--- src/rtl/keystream_gen.sv ---
// rtl/keystream_gen.sv - LFSR keystream byte generator feeding a byte-XOR cipher stage
// Emits one byte per 9 cycles: 8 Galois LFSR steps (LSB first) then a valid/ready hold.

module keystream_lfsr_step (
  input  logic [15:0] state_i,
  output logic [15:0] next_o,
  output logic        bit_o
);
  // Galois form of x^16+x^14+x^13+x^11+1: feedback taps folded into 16'hB400
  assign bit_o  = state_i[0];
  assign next_o = (state_i >> 1) ^ (state_i[0] ? 16'hB400 : 16'h0000);
endmodule

module keystream_gen #(
  parameter logic [15:0] DEFAULT_SEED = 16'hACE1
) (
  input  logic        CLOCK_50,
  input  logic        RESET,
  input  logic        seed_load,
  input  logic [15:0] seed_in,
  input  logic        key_ready,
  output logic        key_valid,
  output logic [7:0]  key_byte,
  output logic [7:0]  byte_count,
  output logic        busy
);

  typedef enum logic [1:0] {IDLE, GEN, VALID} state_t;

  state_t      state_q;
  logic [15:0] lfsr_q;
  logic [7:0]  key_byte_q;
  logic [2:0]  shift_cnt_q;
  logic [7:0]  byte_count_q;
  logic        key_valid_q;
  logic        busy_q;

  logic [15:0] lfsr_d;
  logic        step_bit;
  logic [15:0] seed_d;

  keystream_lfsr_step u_step (
    .state_i (lfsr_q),
    .next_o  (lfsr_d),
    .bit_o   (step_bit)
  );

  // An all-zero seed would lock the LFSR at zero forever
  assign seed_d = (seed_in == 16'h0000) ? DEFAULT_SEED : seed_in;

  always_ff @(posedge CLOCK_50) begin
    if (RESET) begin
      state_q      <= IDLE;
      lfsr_q       <= DEFAULT_SEED;
      key_byte_q   <= 8'h00;
      shift_cnt_q  <= 3'd0;
      byte_count_q <= 8'h00;
      key_valid_q  <= 1'b0;
      busy_q       <= 1'b0;
    end else if (seed_load) begin
      // Seeding aborts any byte in flight and wins over a same-edge handshake
      state_q      <= GEN;
      lfsr_q       <= seed_d;
      shift_cnt_q  <= 3'd0;
      byte_count_q <= 8'h00;
      key_valid_q  <= 1'b0;
      busy_q       <= 1'b1;
    end else begin
      case (state_q)
        IDLE: begin
          key_valid_q <= 1'b0;
          busy_q      <= 1'b0;
        end
        GEN: begin
          lfsr_q                  <= lfsr_d;
          key_byte_q[shift_cnt_q] <= step_bit;
          shift_cnt_q             <= shift_cnt_q + 3'd1;
          if (shift_cnt_q == 3'd7) begin
            state_q     <= VALID;
            key_valid_q <= 1'b1;
            busy_q      <= 1'b0;
          end
        end
        VALID: begin
          if (key_ready) begin
            state_q      <= GEN;
            shift_cnt_q  <= 3'd0;
            byte_count_q <= byte_count_q + 8'd1;
            key_valid_q  <= 1'b0;
            busy_q       <= 1'b1;
          end
        end
        default: begin
          state_q     <= IDLE;
          key_valid_q <= 1'b0;
          busy_q      <= 1'b0;
        end
      endcase
    end
  end

  assign key_valid  = key_valid_q;
  assign key_byte   = key_byte_q;
  assign byte_count = byte_count_q;
  assign busy       = busy_q;

endmodule

--- config.mk ---
export PLATFORM = sky130hd
export DESIGN_NAME = keystream_gen
export DESIGN_NICKNAME = d
export VERILOG_FILES = /design/src/rtl/keystream_gen.sv
export SDC_FILE = /design/constraint.sdc
export NUM_CORES = 1
export LEC_CHECK = 0
export ABC_AREA = 1
export CORE_UTILIZATION = 47
export CTS_CLUSTER_SIZE = 24
export DETAILED_ROUTE_END_ITERATION = 8
export GPL_ROUTABILITY_DRIVEN = 0
export PLACE_DENSITY = 0.75
export SYNTH_ARGS = -nofsm -noshare
export SYNTH_HDL_FRONTEND = slang
export SYNTH_HIERARCHICAL = 1
export SYNTH_SLANG_ARGS = --single-unit
--- constraint.sdc ---
create_clock -name CLOCK_50 -period 1.2 [get_ports CLOCK_50]
set_input_delay 0.24 -clock CLOCK_50 [delete_from_list [all_inputs] [get_ports CLOCK_50]]
set_output_delay 0.24 -clock CLOCK_50 [all_outputs]
set_load 0.05 [all_outputs]
==> metrics.md <==
| Metric | Value |
|---|---|
| Top cell type's share of synthesized area | `37.98%` |
| Worst-path cell chain | `ha_1, ha_1, o21ai_2, nand2_1, a21oi_1` |
| Worst path max stage delay | `0.32 ns` |
| Syn Std Cell Area | `2056 um^2` |
| Max Freq | `833.1 MHz` |
| Max Cap Violations | `0` |
| CTS tree | `built` |
| Routing usage on met2 | `37.25%` |
| Met1 GRT Util | `27.14%` |
| HPWL Detailed | `3376 um` |
| Final #Nets | `388` |
| Row count | `23` |
| CTS Buffer Depth | `2` |
| Synthesis Warnings | `6` |
| Area Growth Syn to Fin | `50.52%` |
| WHS Endpoint | `state_q[1]$_SDFFE_PP0P_` |
| Cell taking the most area after synthesis | `dfxtp_1` |
| Post-synth cell types | `30` |
| Vias in the first global route | `1,832` |
| Final min period | `1.200 ns` |
| First-pass GRT wire length | `7693 um` |
| Largest cells by area after synthesis | `dfxtp_1, nand2_1, nor2_1` |
| Clk pin slew, worst setup/hold paths | `0.07 ns` |
| DRC violations left | `0` |
| Maximum vdd drop | `0.4290 mV` |
| Crit path required time | `1.42 ns` |
| Worst setup SP type | `flip-flop` |
| Hold Path Class | `input port to flip-flop` |
| Final hold violation count | `0` |
| Busiest grt layer | `met2` |
| Seq/Total Area, Yosys | `37.98%` |
| Final worst path period share | `100.0%` |
| Least-Margin Pin Slew | `0.3069 ns` |
| # port buffers | `37` |
| Total routed wirelength | `4877 um` |
| Slowest cell on crit path | `dfxtp_1` |
| Initial DRC count | `97` |
| Count leader, synth | `nand2_1` |
| Gr ovfl total | `0` |
| H-Tree Depth | `2` |
| Wire length per cell | `11.72 um` |
| Reg2Reg Capture Point | `key_valid$_SDFFE_PP0P_` |
| Vias | `2,110` |
| Pwr dens | `930.9 nW/um^2` |
| Most frequent CP cell | `ha_1` |
| Die area | `4642 um^2` |
| Met3 Resource Use GR | `4.667%` |
| Hold Crit Start | `key_ready` |
| Share of post-route cells with drive strength above 1 | `30.87%` |
| Setup slack after layout | `-0.0002937 ns` |
| Total Routing Usage GR | `22.24%` |
| Leak pwr | `1.386 nW` |
| TritonCTS Buffers | `5` |
| Die Height | `68.14 um` |
| FF-to-FF path depth | `5` |
| Seq cells post-synth | `39` |
| Routed Antenna Nets | `0` |
| Setup violators final | `1` |
| Post-Syn Nets | `321` |
| Ys flop type | `dfxtp_1` |
| Layout fillers | `296` |
| First-pass detailed-route iteration total | `4` |
| Mapped Avg Cell Area | `6.898 um^2` |
| Mapped Cells | `298` |
| Largest net degree at the start of global routing | `14` |
| I/O pins | `38` |
| Worst hold stages | `3` |
| Worst endpoint data arrival time | `1.42 ns` |
| Initial core utilization | `50.31%` |
| Register-to-register setup slack | `-0.0003 ns` |
| Critical Path Sink Type | `flip-flop` |
| Total Power | `0.002880 W` |
| Die X | `68.14 um` |
| Number of flops mapped to enable cells by yosys | `0` |
| Setup Crit Path Kind | `flip-flop to flip-flop` |
| Final core occ | `75.72%` |
| Final Hold Slack | `0.3557 ns` |
| Unrepaired setup endpoints after global routing | `true` |
| Max FO, Critical Path | `3` |
| Max-slew headroom | `79.33%` |
| Post-synthesis async set-or-reset flop share | `0%` |
| Setup Skew | `0.003130 ns` |
| Root Driver | `clkbuf_8` |
| Sink Count | `39` |
| Status | `finished, violations left` |
| Reg2reg start | `shift_cnt_q[0]$_SDFFE_PP0P_` |
| Antenna cell count | `0` |
| Violated checks | `setup timing` |
| Top cells by count, synth | `nand2_1, dfxtp_1, nor2_1, inv_1, o21ai_0` |
| Initial antenna violation count | `0` |
| Worst skew pair latency | `0.30 ns` |
| CORE AREA | `4086 um^2` |
| Vias/cell | `5.072` |
| Final Max Tran Viols | `0` |
## state kept, by name (all words and copies together), names as in the netlist
signal and count:
busy 1, lfsr_q 16, shift_cnt_q 3, key_byte 8, byte_count 8, key_valid 1
state_q 2
## cell type report
type                            count  area [um^2]  area share [%]
Timing Repair Buffer               83        927.1           29.96
Clock buffer                        8        100.1           3.235
Multi-Input combinational cell    203         1070           34.57
Tap cell                           50        62.56           2.022
Inverter                           32        126.4           4.084
Sequential cell                    39        803.3           25.96
Timing Repair inverter              1        5.005          0.1617
## how the worst max path moves through the flow
stage	start	slack (ns)	end	cells after the start
2_1_floorplan	shift_cnt_q[0]$_SDFFE_PP0P_	0.003	key_valid$_SDFFE_PP0P_	5
5_1_grt	state_q[0]$_SDFFE_PP0P_	-0.08	key_byte[4]$_SDFFE_PP0P_	7
6_report	shift_cnt_q[0]$_SDFFE_PP0P_	-0.0003	key_valid$_SDFFE_PP0P_	5
3_3_place_gp	seed_load	-0.30	key_byte[6]$_SDFFE_PP0P_	7
4_1_cts	state_q[1]$_SDFFE_PP0P_	-0.02	lfsr_q[5]$_SDFFE_PP1P_	6
3_5_place_dp	seed_load	-0.34	lfsr_q[5]$_SDFFE_PP1P_	7
## power by group
part / switching (W) / internal [W] / total (W)
sequential: 0.0000442 / 0.00134 / 0.00139
combinational: 0.000246 / 0.000254 / 0.000501
clock: 0.000467 / 0.000525 / 0.000991
## cells in the final DEF, fill, tap and decap left out, types with 3 or more instances in the layout
cell             netlist  routed
a21oi_1                8       8
a31oi_1               16      14
buf_12                 0      19
buf_4                 16      42
buf_6                  3       3
clkbuf_8               0       7
clkdlybuf4s50_1        0      16
dfxtp_1               39      29
dfxtp_2                0       6
dfxtp_4                0       4
dlymetal6s2s_1         0       3
ha_1                   3       3
inv_1                 29      26
inv_2                  3       4
nand2_1               86      84
nand2_2                3       3
nand3_1                7       6
nor2_1                33      30
nor2_2                 1       4
nor3_1                 8       4
nor3_4                 1       4
o21ai_0               24      22
## cell families (layout without fill, tap and decap cells)
logic type	count (synthesis)	in the layout	synth area share [%]
compound gates	53	53	14.61
xor+xnor	1	1	0.4261
fa+ha+maj	3	3	1.826
buf+inv	56	124	14.36
flops	39	39	37.98
simple gates	146	146	30.80
## metrics by stage
step | TNS [ns] | cell area, um^2 | std cells | setup slack, ns
floorplan | 0 | 2069 | 298 | 0.003338
global placement | -8.700 | 2785 | 398 | -0.2994
detailed placement | -10.01 | 2785 | 398 | -0.3408
CTS | -0.01634 | 2929 | 407 | -0.01634
global route | -0.3601 | 3094 | 416 | -0.07726
finish | -0.0002937 | 3094 | 416 | -0.0002937
## routing by layer
layer  up-vias  share of wire, %
li1       1076                 -
met1       965                45
met2        61                49
met3         8               3.9
met4         0               2.1
met5         -                 0
## critical path, delay by kind of cell, from the launching register on
kind | cells | cell delay, ns
adder cells (fa/ha/maj) | 2 | 0.41
flip-flops | 1 | 0.32
AO/OA/AOI/OAI | 2 | 0.30
AND/OR/NAND/NOR | 1 | 0.08
## timing repair
item / in CTS / in global routing
resized for setup: 7 / 29
setup endpoints to repair: 10 / 35
hold buffers: 0 / 0
gates cloned: 0 / 1
endpoints found under the hold margin: 0 / 0
buffers inserted: 1 / 8
pin swaps: 0 / 11
No activity file was read; power rests on OpenSTA's default activity.
